$ cat src/rtl/instruction_fetch_unit_if.sv
// Instruction-memory request/response channel between the fetch unit (master)
// and instruction memory (slave).
interface instruction_fetch_unit_if;
    logic        imem_req_valid;
    logic [31:0] imem_req_addr;
    logic        imem_req_ready;
    logic        imem_resp_valid;
    logic [31:0] imem_resp_data;

    modport master (
        output imem_req_valid,
        output imem_req_addr,
        input  imem_req_ready,
        input  imem_resp_valid,
        input  imem_resp_data
    );

    modport slave (
        input  imem_req_valid,
        input  imem_req_addr,
        output imem_req_ready,
        output imem_resp_valid,
        output imem_resp_data
    );
endinterface

$ cat src/rtl/instruction_fetch_unit.sv
// PC + fetch stage: one outstanding imem read, registered output with a one-entry skid.
// Optional misaligned-redirect trap enabled by defining IF_MISALIGN_TRAP_EN.
module instruction_fetch_unit #(
    parameter logic [31:0] RESET_PC = 32'h0000_0000
) (
    input  logic                            clk,
    input  logic                            rst,
    instruction_fetch_unit_if.master        imem,
    input  logic                            redirect_valid,
    input  logic [31:0]                     redirect_pc,
    input  logic                            stall,
    output logic                            if_valid,
    output logic [31:0]                     if_instruction,
    output logic [31:0]                     if_pc,
    output logic [31:0]                     if_pc_plus4,
    output logic                            if_fault
);

    typedef enum logic [1:0] {
        FETCH = 2'd0,
        WAIT  = 2'd1,
        DRAIN = 2'd2
    } state_t;

    state_t      state_reg, state_next;
    logic [31:0] pc_reg, pc_next;
    logic        out_valid_reg, out_valid_next;
    logic [31:0] out_instr_reg, out_instr_next;
    logic [31:0] out_pc_reg, out_pc_next;
    logic [31:0] out_pc_plus4_reg, out_pc_plus4_next;
    logic        skid_valid_reg, skid_valid_next;
    logic [31:0] skid_instr_reg, skid_instr_next;
    logic [31:0] skid_pc_reg, skid_pc_next;

    logic        fault_reg;
    logic [31:0] redirect_target;
    logic        consume;
    logic        req_fire;

`ifdef IF_MISALIGN_TRAP_EN
    logic fault_next;

    assign redirect_target = redirect_pc;
    assign fault_next      = redirect_valid ? (redirect_pc[1:0] != 2'b00) : fault_reg;

    always_ff @(posedge clk) begin
        if (rst) begin
            fault_reg <= 1'b0;
        end else begin
            fault_reg <= fault_next;
        end
    end
`else
    assign redirect_target = redirect_pc & 32'hFFFF_FFFC;
    assign fault_reg       = 1'b0;
`endif

    // A pending redirect retracts the request so a stale address is never accepted.
    assign imem.imem_req_valid = (state_reg == FETCH) && !skid_valid_reg &&
                                 !redirect_valid && !fault_reg;
    assign imem.imem_req_addr  = pc_reg;

    assign consume  = out_valid_reg && !stall;
    assign req_fire = imem.imem_req_valid && imem.imem_req_ready;

    always_comb begin
        state_next        = state_reg;
        pc_next           = pc_reg;
        out_valid_next    = out_valid_reg;
        out_instr_next    = out_instr_reg;
        out_pc_next       = out_pc_reg;
        out_pc_plus4_next = out_pc_plus4_reg;
        skid_valid_next   = skid_valid_reg;
        skid_instr_next   = skid_instr_reg;
        skid_pc_next      = skid_pc_reg;

        if (redirect_valid) begin
            pc_next         = redirect_target;
            out_valid_next  = 1'b0;
            skid_valid_next = 1'b0;
            // Any fetch still in flight must have its response swallowed in DRAIN.
            case (state_reg)
                FETCH:   state_next = req_fire ? DRAIN : FETCH;
                WAIT:    state_next = imem.imem_resp_valid ? FETCH : DRAIN;
                DRAIN:   state_next = imem.imem_resp_valid ? FETCH : DRAIN;
                default: state_next = FETCH;
            endcase
        end else begin
            case (state_reg)
                FETCH: begin
                    if (req_fire) begin
                        state_next = WAIT;
                    end
                end
                WAIT: begin
                    if (imem.imem_resp_valid) begin
                        state_next = FETCH;
                        pc_next    = pc_reg + 32'd4;
                    end
                end
                DRAIN: begin
                    if (imem.imem_resp_valid) begin
                        state_next = FETCH;
                    end
                end
                default: state_next = FETCH;
            endcase

            // Requests only issue with the skid empty, so a response never meets a full skid.
            if ((state_reg == WAIT) && imem.imem_resp_valid) begin
                if (!out_valid_reg || consume) begin
                    out_valid_next    = 1'b1;
                    out_instr_next    = imem.imem_resp_data;
                    out_pc_next       = pc_reg;
                    out_pc_plus4_next = pc_reg + 32'd4;
                end else begin
                    skid_valid_next = 1'b1;
                    skid_instr_next = imem.imem_resp_data;
                    skid_pc_next    = pc_reg;
                end
            end else if (consume) begin
                out_valid_next = skid_valid_reg;
                if (skid_valid_reg) begin
                    out_instr_next    = skid_instr_reg;
                    out_pc_next       = skid_pc_reg;
                    out_pc_plus4_next = skid_pc_reg + 32'd4;
                    skid_valid_next   = 1'b0;
                end
            end
        end
    end

    always_ff @(posedge clk) begin
        if (rst) begin
            state_reg        <= FETCH;
            pc_reg           <= RESET_PC;
            out_valid_reg    <= 1'b0;
            out_instr_reg    <= 32'h0;
            out_pc_reg       <= 32'h0;
            out_pc_plus4_reg <= 32'h0;
            skid_valid_reg   <= 1'b0;
            skid_instr_reg   <= 32'h0;
            skid_pc_reg      <= 32'h0;
        end else begin
            state_reg        <= state_next;
            pc_reg           <= pc_next;
            out_valid_reg    <= out_valid_next;
            out_instr_reg    <= out_instr_next;
            out_pc_reg       <= out_pc_next;
            out_pc_plus4_reg <= out_pc_plus4_next;
            skid_valid_reg   <= skid_valid_next;
            skid_instr_reg   <= skid_instr_next;
            skid_pc_reg      <= skid_pc_next;
        end
    end

    assign if_valid       = out_valid_reg;
    assign if_instruction = out_instr_reg;
    assign if_pc          = out_pc_reg;
    assign if_pc_plus4    = out_pc_plus4_reg;
    assign if_fault       = fault_reg;

endmodule

$ cat src/flat_wrapper.sv
// flat-port wrapper written by rule: the top's interface ports become plain ports
module instruction_fetch_unit_flat 
#(
    parameter logic [31:0] RESET_PC = 32'h0000_0000
)
  (clk, rst, redirect_valid, redirect_pc, stall, if_valid, if_instruction, if_pc, if_pc_plus4, if_fault, imem_imem_req_valid, imem_imem_req_addr, imem_imem_req_ready, imem_imem_resp_valid, imem_imem_resp_data);
  instruction_fetch_unit_if imem_i ();
  input  logic clk;
  input  logic rst;
  input  logic redirect_valid;
  input  logic [31:0] redirect_pc;
  input  logic stall;
  output logic if_valid;
  output logic [31:0] if_instruction;
  output logic [31:0] if_pc;
  output logic [31:0] if_pc_plus4;
  output logic if_fault;
  output wire logic [$bits(imem_i.imem_req_valid)-1:0] imem_imem_req_valid;
  output wire logic [$bits(imem_i.imem_req_addr)-1:0] imem_imem_req_addr;
  input wire logic [$bits(imem_i.imem_req_ready)-1:0] imem_imem_req_ready;
  input wire logic [$bits(imem_i.imem_resp_valid)-1:0] imem_imem_resp_valid;
  input wire logic [$bits(imem_i.imem_resp_data)-1:0] imem_imem_resp_data;
  assign imem_imem_req_valid = imem_i.imem_req_valid;
  assign imem_imem_req_addr = imem_i.imem_req_addr;
  assign imem_i.imem_req_ready = imem_imem_req_ready;
  assign imem_i.imem_resp_valid = imem_imem_resp_valid;
  assign imem_i.imem_resp_data = imem_imem_resp_data;
  instruction_fetch_unit #(.RESET_PC(RESET_PC)) u_core (.clk(clk), .rst(rst), .imem(imem_i), .redirect_valid(redirect_valid), .redirect_pc(redirect_pc), .stall(stall), .if_valid(if_valid), .if_instruction(if_instruction), .if_pc(if_pc), .if_pc_plus4(if_pc_plus4), .if_fault(if_fault));
endmodule
$ cat config.mk
export PLATFORM = sky130hd
export DESIGN_NAME = instruction_fetch_unit_flat
export DESIGN_NICKNAME = d
export VERILOG_FILES = /design/src/rtl/instruction_fetch_unit_if.sv /design/src/rtl/instruction_fetch_unit.sv /design/src/flat_wrapper.sv
export SDC_FILE = /design/constraint.sdc
export NUM_CORES = 1
export LEC_CHECK = 0
export CELL_PAD_IN_SITES_DETAIL_PLACEMENT = 2
export CELL_PAD_IN_SITES_GLOBAL_PLACEMENT = 2
export CORE_ASPECT_RATIO = 0.8
export CORE_UTILIZATION = 29
export DETAILED_ROUTE_END_ITERATION = 6
export PLACE_DENSITY_LB_ADDON = 0.3
export SLEW_MARGIN = 20
export SYNTH_ARGS = -nofsm -noshare
export SYNTH_HDL_FRONTEND = slang
export SYNTH_SLANG_ARGS = --single-unit
$ cat constraint.sdc
create_clock -name clk -period 2.6 [get_ports clk]
set_input_delay 0.52 -clock clk [delete_from_list [all_inputs] [get_ports clk]]
set_output_delay 0.52 -clock clk [all_outputs]
set_load 0.02 [all_outputs]
==> impl_metrics.json, run 1 <==
{
  "status": "completed",
  "worst_skew_pair.late_latency_ns": 0.44,
  "hold_path_startpoint": "u_core.skid_instr_reg[31]$_SDFFE_PP0P_",
  "synth_warnings": 0,
  "setup_viol": 0,
  "switchingPower_mw": 1.68,
  "leakagePower_nw": 3.92,
  "drc": 0,
  "post-dp-hpwl_um": 24800,
  "synth_most_common_cell": "nand2_1",
  "synth_top_area_cell": "dfxtp_1",
  "die_h_um": 160,
  "antenna_found_initial": 1,
  "max_stage_delay_ns": 0.59,
  "die_x_um": 199,
  "end_kind": "flop",
  "tritoncts": "yes",
  "io_pins": 201,
  "area_growth_pct": 35.4,
  "cap_violations": 0,
  "syn_area_um2": 9000,
  "core_um2": 30500,
  "drive_gt1_frac": 0.0913,
  "fillCellCount": 3486,
  "cp_data_required_time_ns": 2.93,
  "seqPwrFrac": 0.481,
  "critical_path.startpoint": "u_core.imem.imem_req_addr[2]$_SDFFE_PP0P_",
  "grt_pass1_vias": 9732,
  "initial_core_util": 0.296,
  "async_reset_ff_frac": 0,
  "grt_pass1_wl_um": 55000,
  "swShare": 0.269,
  "p_per_area_nw_per_um2": 511,
  "p_comb_frac": 0.109,
  "drv_slew": 0,
  "p_clk_frac": 0.410,
  "arrival_ns": 2.80,
  "r2r_setup_slack_ns": 0.13,
  "grt_max_degree": 63,
  "postRouteAntennaNets": 0,
  "wire_per_inst_um": 19.6,
  "cp-start-kind": "flop",
  "synthDominantCellAreaShare": 0.418,
  "synthTopCellsByCount": "nand2_1, dfxtp_1, nor2_1",
  "ys_top_cells_by_area": "dfxtp_1, nand2_1, a311oi_1, a21oi_1, nor2_1",
  "slowest_stage": "or3_1",
  "ys_ff_latch": 188,
  "htree_num_levels": 4,
  "fin_crit_sh": 0.950,
  "vias_per_cell": 5.11,
  "place.gp.congestion": 0.779,
  "min_path_cells": 2,
  "drtIter0Drc": 329,
  "synth_edf_count": 0,
  "hold_viol": 0,
  "synth_cell_types": 54,
  "seq_area_frac_synth": 0.418,
  "rr_endpoint": "u_core.if_pc_plus4[24]$_SDFFE_PP0P_",
  "finalSetupTns_ns": 0,
  "syn_inst": 1183,
  "timing.rr.start": "u_core.imem.imem_req_addr[2]$_SDFFE_PP0P_",
  "hold_class": "flop to flop",
  "rsz0062_at_grt": "false",
  "syn_area_per_cell_um2": 7.61,
  "slew_headroom": 0.524,
  "tightest_slew_ns": 0.715,
  "fmax_mhz": 405,
  "drt-total-wl_um": 34900,
  "worst-setup-path-type": "flop to flop",
  "dieArea_um2": 31700,
  "fin_skew_ns": 0.0148,
  "fp-row-count": 57,
  "critPathMaxFanout": 7,
  "cts.sinks": 188,
  "power.total_mw": 6.23,
  "vias": 9118,
  "crit_chain": "ha_1 > nand3_4 > or3_1 > or3_4 > xnor2_1 > nor2_1 > o32ai_1",
  "gr-usage-all-layers": 0.223,
  "min_to": "u_core.skid_instr_reg[31]$_SDFFE_PP0P_",
  "peakVddDrop_uv": 479,
  "ff2ff_path_depth": 7,
  "postCtsSetupBuffers": 0,
  "p_int_mw": 4.55,
  "clockBufferDepth": 2,
  "period_needed_ns": 2.47,
  "nets": 1432,
  "grt-ovfl-total": 0,
  "numCtsBuffers": 17,
  "cts_root_buf": "clkbuf_16",
  "synth-main-ff-cell": "dfxtp_1",
  "clkSlewWorstSetupHoldPaths_ns": 0.07,
  "io_buffers": 191,
  "first_pass_iters": 4
}
==> what timing repair did <==
action,in CTS,in global routing
setup endpoints to repair,1,0
gates resized for setup,1,0
hold buffers,0,0
==> placed cells by master (no fill, tap or decap), types with 5 or more instances in the layout <==
cell,instances
and4_1,7
clkinvlp_4,5
a311oi_1,63
xnor2_1,48
a211oi_1,15
nand2_1,329
a21oi_1,95
buf_12,9
clkdlybuf4s50_1,188
nor3_1,19
dfxtp_1,188
buf_4,66
o211ai_1,8
ha_1,5
nand4_1,13
xor2_1,33
conb_1,7
o21ai_0,12
nand3_1,22
o32ai_1,6
nor4_1,11
and3_1,8
clkbuf_16,17
nor2_1,124
inv_1,7
==> layout make-up <==
cell class                      instances  area, um^2  share of cell area
Tap cell                              413         517              0.0424
Inverter                                9        33.8             0.00277
Sequential cell                       188        3760               0.309
Timing Repair Buffer                  265        2570               0.211
Clock buffer                           20         467              0.0383
Antenna cell                            1        2.50            0.000205
Multi-Input combinational cell        876        4740               0.389
Clock inverter                         11        86.3             0.00709
==> worst max-delay path by stage <==
stage | to | slack, ns | cells past startpoint
after floorplan | u_core.imem.imem_req_addr[30]$_SDFFE_PP0P_ | 0.14 | 8
final | u_core.if_pc_plus4[24]$_SDFFE_PP0P_ | 0.13 | 7
after detailed placement | u_core.imem.imem_req_addr[29]$_SDFFE_PP0P_ | 0.1 | 7
after global placement | u_core.imem.imem_req_addr[29]$_SDFFE_PP0P_ | 0.15 | 7
after global routing | u_core.imem.imem_req_addr[28]$_SDFFE_PP0P_ | 0.02 | 7
after CTS | u_core.if_pc_plus4[24]$_SDFFE_PP0P_ | 0.12 | 7
==> power groups by stage <==
stage / combinational, mW / clock (mW) / sequential [mW]
finish: 0.681 / 2.55 / 3.00
global placement: 0.676 / 0 / 3.06
detailed placement: 0.687 / 0 / 3.06
CTS: 0.691 / 2.62 / 3.00
floorplan: 0.288 / 0 / 3.10
global route: 0.735 / 2.71 / 3.00
==> routing by layer <==
metal	track usage	share of wire	vias to the layer above	routed length [um]
met5	0	0	-	0
met4	0.0465	0.0077	0	268
met3	0.0280	0.029	20	995
met2	0.372	0.48	159	16800
met1	0.307	0.48	4588	16800
li1	-	-	4351	-
==> worst max-delay path: cells and delay by family, from the launching register on <==
family          cells  cell delay (ns)
simple gates        4             1.25
flops               1             0.36
compound gates      1             0.30
fa+ha+maj           1             0.22
xor+xnor            1             0.22
==> per-stage QoR <==
stage | instance area (um^2) | std cells | hold WS, ns | utilization | worst slack (ns)
after detailed placement | 11600 | 1751 | 0.451 | 0.382 | 0.0965
after global placement | 11600 | 1751 | 0.442 | 0.382 | 0.146
after global routing | 12200 | 1783 | 0.484 | 0.400 | 0.0223
after floorplan | 9020 | 1189 | 0.437 | - | 0.141
after CTS | 12200 | 1782 | 0.461 | 0.400 | 0.122
final | 12200 | 1783 | 0.459 | 0.400 | 0.131
==> logic make-up (layout without fill, tap and decap cells) <==
kind of cell | count (synthesis) | count (layout) | synth area share
AOI/OAI and AO/OA | 221 | 221 | 0.166
adders and majority gates | 5 | 5 | 0.00695
DFF | 188 | 188 | 0.418
and+or+nand+nor | 558 | 558 | 0.264
other | 1 | 8 | 0.000417
buffers and inverters | 125 | 305 | 0.0613
muxes | 4 | 4 | 0.00445
xor gates and xnor gates | 81 | 81 | 0.0788
Note: power is estimated with default switching activity, not from simulation.
==> run 2: changes to the inputs <==
--- a/config.mk
+++ b/config.mk
@@ -10,7 +10,7 @@
 export CORE_ASPECT_RATIO = 0.8
 export CORE_UTILIZATION = 29
 export DETAILED_ROUTE_END_ITERATION = 6
-export PLACE_DENSITY_LB_ADDON = 0.3
+export PLACE_DENSITY_LB_ADDON = 0.2
 export SLEW_MARGIN = 20
 export SYNTH_ARGS = -nofsm -noshare
 export SYNTH_HDL_FRONTEND = slang
==> run 2 against run 1 <==
  * Sequential cell count unchanged
  * First-iteration DRC count increased by 19%
  * Clock-buffer cell count unchanged
  * Total power increased by 2.2%
  * Final area about the same
  * Largest cell class unchanged
==> impl_metrics.json, run 2 (synthesis gave the netlist of run 1 again) <==
{
  "final_cell_mix": "nand2_1, clkdlybuf4s50_1, dfxtp_1, nor2_1, a21oi_1",
  "end_kind": "flop",
  "worst-setup-path-type": "flop to flop",
  "min_to": "u_core.skid_valid_reg$_SDFFE_PP0P_",
  "min_path_cells": 2,
  "post-dp-hpwl_um": 24700,
  "drt-total-wl_um": 35300,
  "fmax_mhz": 425,
  "fp-row-count": 57,
  "drive_gt1_frac": 0.0892,
  "p_per_area_nw_per_um2": 523,
  "rsz0062_at_grt": "false",
  "cts.sinks": 188,
  "nets": 1430,
  "numCtsBuffers": 17,
  "n_antenna_cell": 0,
  "ff2ff_path_depth": 7,
  "slew_headroom": 0.494,
  "vias_per_cell": 5.10,
  "power.total_mw": 6.37,
  "tritoncts": "yes",
  "finalSetupTns_ns": 0,
  "leakagePower_nw": 3.93,
  "arrival_ns": 2.70,
  "drv_slew": 0,
  "period_needed_ns": 2.35,
  "cp_data_required_time_ns": 2.94,
  "htree_num_levels": 4,
  "cts_root_buf": "clkbuf_16",
  "cts_resized": 0,
  "clockBufferDepth": 2,
  "grt_pass1_wl_um": 56300,
  "final_common_cell": "nand2_1",
  "hold_path_startpoint": "redirect_valid",
  "grt_pass1_vias": 9865,
  "clkSlewWorstSetupHoldPaths_ns": 0.08,
  "dieArea_um2": 31700,
  "placedInstanceArea_um2": 11600,
  "r2r_setup_slack_ns": 0.25,
  "antenna_found_initial": 0,
  "die_h_um": 160,
  "hold_viol": 0,
  "fin_util": 0.400,
  "fin_skew_ns": 0.0114,
  "cp-start-kind": "flop",
  "critPathMaxFanout": 7,
  "status": "completed",
  "io_buffers": 191,
  "wire_per_inst_um": 19.8,
  "area_growth_pct": 35.2,
  "vias": 9080,
  "place.gp.congestion": 0.814,
  "postCtsSetupBuffers": 0,
  "setup_viol": 0,
  "cap_violations": 0,
  "timing.rr.start": "u_core.imem.imem_req_addr[3]$_SDFFE_PP0P_",
  "hold_buffers": 0,
  "initial_core_util": 0.296,
  "core_um2": 30500,
  "grt-ovfl-total": 0,
  "hold_class": "primary input to flop",
  "first_pass_iters": 4,
  "grt_max_degree": 71,
  "drc": 0,
  "tightest_slew_ns": 0.759,
  "placed_cells": 1749,
  "worst_skew_pair.late_latency_ns": 0.44,
  "postRouteAntennaNets": 0,
  "gr-usage-all-layers": 0.229,
  "die_x_um": 199,
  "drtIter0Drc": 391,
  "io_pins": 201,
  "rr_endpoint": "u_core.if_pc_plus4[24]$_SDFFE_PP0P_",
  "peakVddDrop_uv": 433,
  "fin_crit_sh": 0.906,
  "stdcell_count": 1781,
  "final_area_um2": 12200
}
[run 2: worst max-delay path: stages, from the launching register on]
cell,delay (ns)
dfxtp_1,0.34
ha_1,0.27
nand3_4,0.11
or3_4,0.50
or3_4,0.45
xnor2_1,0.20
nor2_1,0.09
o32ai_1,0.30
[run 2: metrics by stage]
stage	hold WS (ns)	setup WS, ns
final	0.408	0.245
after global routing	0.412	0.0763
after CTS	0.401	0.0320
after detailed placement	0.451	0.00741
after global placement	0.442	0.138
after floorplan	0.437	0.141
[run 2: area by class of cell]
type	count	area [um^2]
Tap cell	413	517
Sequential cell	188	3760
Clock inverter	12	139
Fill cell	3481	18300
Timing Repair Buffer	263	2530
Inverter	9	33.8
Clock buffer	20	437
Multi-Input combinational cell	876	4750
[run 2: worst max-delay path by stage]
stage                                                          from                                    endpoint  cells past startpoint
after floorplan           u_core.imem.imem_req_addr[2]$_SDFFE_PP0P_  u_core.imem.imem_req_addr[30]$_SDFFE_PP0P_                      8
after global routing      u_core.imem.imem_req_addr[3]$_SDFFE_PP0P_         u_core.if_pc_plus4[30]$_SDFFE_PP0P_                      9
final                     u_core.imem.imem_req_addr[3]$_SDFFE_PP0P_         u_core.if_pc_plus4[24]$_SDFFE_PP0P_                      7
after detailed placement                       imem_imem_resp_valid               u_core.if_pc[28]$_SDFFE_PP0P_                      7
after CTS                          u_core.state_reg[1]$_SDFFE_PP0P_                         imem_imem_req_valid                      4
after global placement                         imem_imem_resp_valid               u_core.if_pc[25]$_SDFFE_PP0P_                      7
[run 2: power breakdown]
group,leakage [nW],switching [mW],internal (mW)
Sequential,1.52,0.0563,2.93
Clock,0.280,1.25,1.43
Combinational,2.12,0.386,0.309
[run 2: metal layers]
| metal | vias up | wire [um] | global-route usage |
|---|---|---|---|
| met2 | 148 | 17000 | 0.384 |
| li1 | 4348 | - | - |
| met4 | 0 | 399 | 0.0497 |
| met5 | - | 0 | 0 |
| met3 | 25 | 900 | 0.0318 |
| met1 | 4559 | 17100 | 0.310 |
==> run 3: changes to the inputs <==
--- a/config.mk
+++ b/config.mk
@@ -10,6 +10,7 @@
 export CORE_ASPECT_RATIO = 0.8
 export CORE_UTILIZATION = 29
 export DETAILED_ROUTE_END_ITERATION = 6
+export GPL_TIMING_DRIVEN = 0
 export PLACE_DENSITY_LB_ADDON = 0.2
 export SLEW_MARGIN = 20
 export SYNTH_ARGS = -nofsm -noshare
==> run 3 against run 2 <==
  * Largest power group unchanged
  * Die area stayed put
  * Worst hold slack gained 0.049 ns
  * Largest cell class unchanged
  * First-iteration DRC count decreased by 5.1%
  * Final area is 0.34% higher
==> impl_metrics.json, run 3 (synthesis gave the netlist of run 1 again) <==
{
  "fp-row-count": 57,
  "peakVddDrop_uv": 463,
  "tritoncts": "yes",
  "numCtsBuffers": 17,
  "io_buffers": 189,
  "arrival_ns": 2.83,
  "n_antenna_cell": 0,
  "crit_buf_inv": 4,
  "cp-start-kind": "primary input",
  "placed_cells": 1791,
  "grt_max_degree": 17,
  "io_pins": 201,
  "hold_path_startpoint": "u_core.skid_instr_reg[12]$_SDFFE_PP0P_",
  "max_stage_delay_ns": 0.52,
  "place.gp.congestion": 0.857,
  "cts_root_buf": "clkbuf_16",
  "timing.rr.start": "u_core.state_reg[1]$_SDFFE_PP0P_",
  "drtIter0Drc": 371,
  "critical_path.startpoint": "imem_imem_resp_valid",
  "p_per_area_nw_per_um2": 542,
  "end_kind": "flop",
  "status": "completed",
  "fin_crit_sh": 0.963,
  "drt-total-wl_um": 40300,
  "worst_skew_pair.late_latency_ns": 0.45,
  "vias": 9478,
  "slowest_stage": "clkdlybuf4s50_1",
  "final_common_cell": "nand2_1",
  "gr-usage-all-layers": 0.256,
  "drv_slew": 0,
  "drc": 0,
  "drive_gt1_frac": 0.0850,
  "fillCellCount": 3489,
  "period_needed_ns": 2.50,
  "clockBufferDepth": 2,
  "initial_core_util": 0.296,
  "finalSetupTns_ns": 0,
  "grt_pass1_vias": 10000,
  "hold_viol": 0,
  "antenna_found_initial": 0,
  "setup_viol": 0,
  "die_x_um": 199,
  "area_growth_pct": 35.7,
  "dieArea_um2": 31700,
  "clkSlewWorstSetupHoldPaths_ns": 0.08,
  "fin_skew_ns": 0.0111,
  "crit_chain": "clkdlybuf4s50_1 > and2_1 > clkbuf_1 > clkbuf_4 > clkbuf_2 > nand2_1 > a311oi_1",
  "first_pass_iters": 5,
  "core_um2": 30500,
  "rsz0062_at_grt": "false",
  "cap_violations": 0,
  "grt_pass1_wl_um": 60900,
  "vias_per_cell": 5.20,
  "cp_top_family": "buffers and inverters",
  "worst-setup-path-type": "primary input to flop",
  "nets": 1474,
  "die_h_um": 160,
  "critPathMaxFanout": 10,
  "postRouteAntennaNets": 0,
  "final_cell_mix": "nand2_1, clkdlybuf4s50_1, dfxtp_1, nor2_1, a21oi_1",
  "tightest_slew_ns": 0.920,
  "wire_per_inst_um": 22.1,
  "htree_num_levels": 4,
  "fmax_mhz": 399,
  "cts.sinks": 188,
  "slew_headroom": 0.382,
  "post-dp-hpwl_um": 30000,
  "leakagePower_nw": 3.94,
  "hold_class": "flop to flop",
  "cp_data_required_time_ns": 2.93,
  "stdcell_count": 1824,
  "grt-ovfl-total": 0
}
==> run 3: metal layers <==
layer  track usage  wire length [um]  part of all wire
met1         0.357             19800              0.49
met2         0.412             18700              0.46
met3        0.0294              1060             0.026
met4        0.0759               807             0.020
met5             0                 0                 0
==> run 3: worst paths after layout <==
| path | endpoint | slack, ns | cells after the start |
|---|---|---|---|
| hold / removal | u_core.skid_instr_reg[12]$_SDFFE_PP0P_ | 0.46 | 2 |
| hold reg to reg | u_core.skid_instr_reg[12]$_SDFFE_PP0P_ | 0.46 | 2 |
| setup reg to reg | u_core.if_pc[27]$_SDFFE_PP0P_ | 0.1 | 8 |
| setup / recovery | u_core.if_pc[27]$_SDFFE_PP0P_ | 0.1 | 7 |
==> run 3: layout make-up <==
cell class / count / area, um^2 / share of cell area
clock inverters: 12 / 188 / 0.0154
well taps: 413 / 517 / 0.0423
multi-input cells: 876 / 4770 / 0.391
inverters: 9 / 33.8 / 0.00277
flip-flops and latches: 188 / 3770 / 0.309
plain buffers: 112 / 552 / 0.0452
clock buffers: 19 / 443 / 0.0363
repair buffers: 195 / 1940 / 0.159
==> run 3: stage by stage <==
stage	total power, mW	worst slack, ns	hold slack, ns	instance area (um^2)	util
after floorplan	3.39	0.141	0.437	9020	-
after global placement	3.76	-1.62	0.443	11400	0.375
after detailed placement	3.77	-1.25	0.450	11400	0.376
after CTS	6.68	0.0150	0.461	12200	0.399
after global routing	6.83	0.00505	0.483	12200	0.401
final	6.62	0.0962	0.457	12200	0.401
==> run 3: report_power, final <==
group | total, mW | leakage (nW) | internal [mW] | switching (mW)
registers | 2.99 | 1.52 | 2.93 | 0.0579
logic | 0.723 | 2.11 | 0.300 | 0.422
clock network | 2.91 | 0.306 | 1.65 | 1.26
total | 6.62 | 3.94 | 4.88 | 1.74
==> run 3: timing repair <==
action,4_1_cts,5_1_grt
gates resized for setup,33,25
endpoints found under the setup margin,108,106
setup buffers,2,4
pin swaps,1,2
hold buffers,0,0
==> run 3: tightest hold or removal path: stages (launching register included) <==
cell and delay, ns:
dfxtp_1 0.31, nand2_1 0.05, a21oi_1 0.05
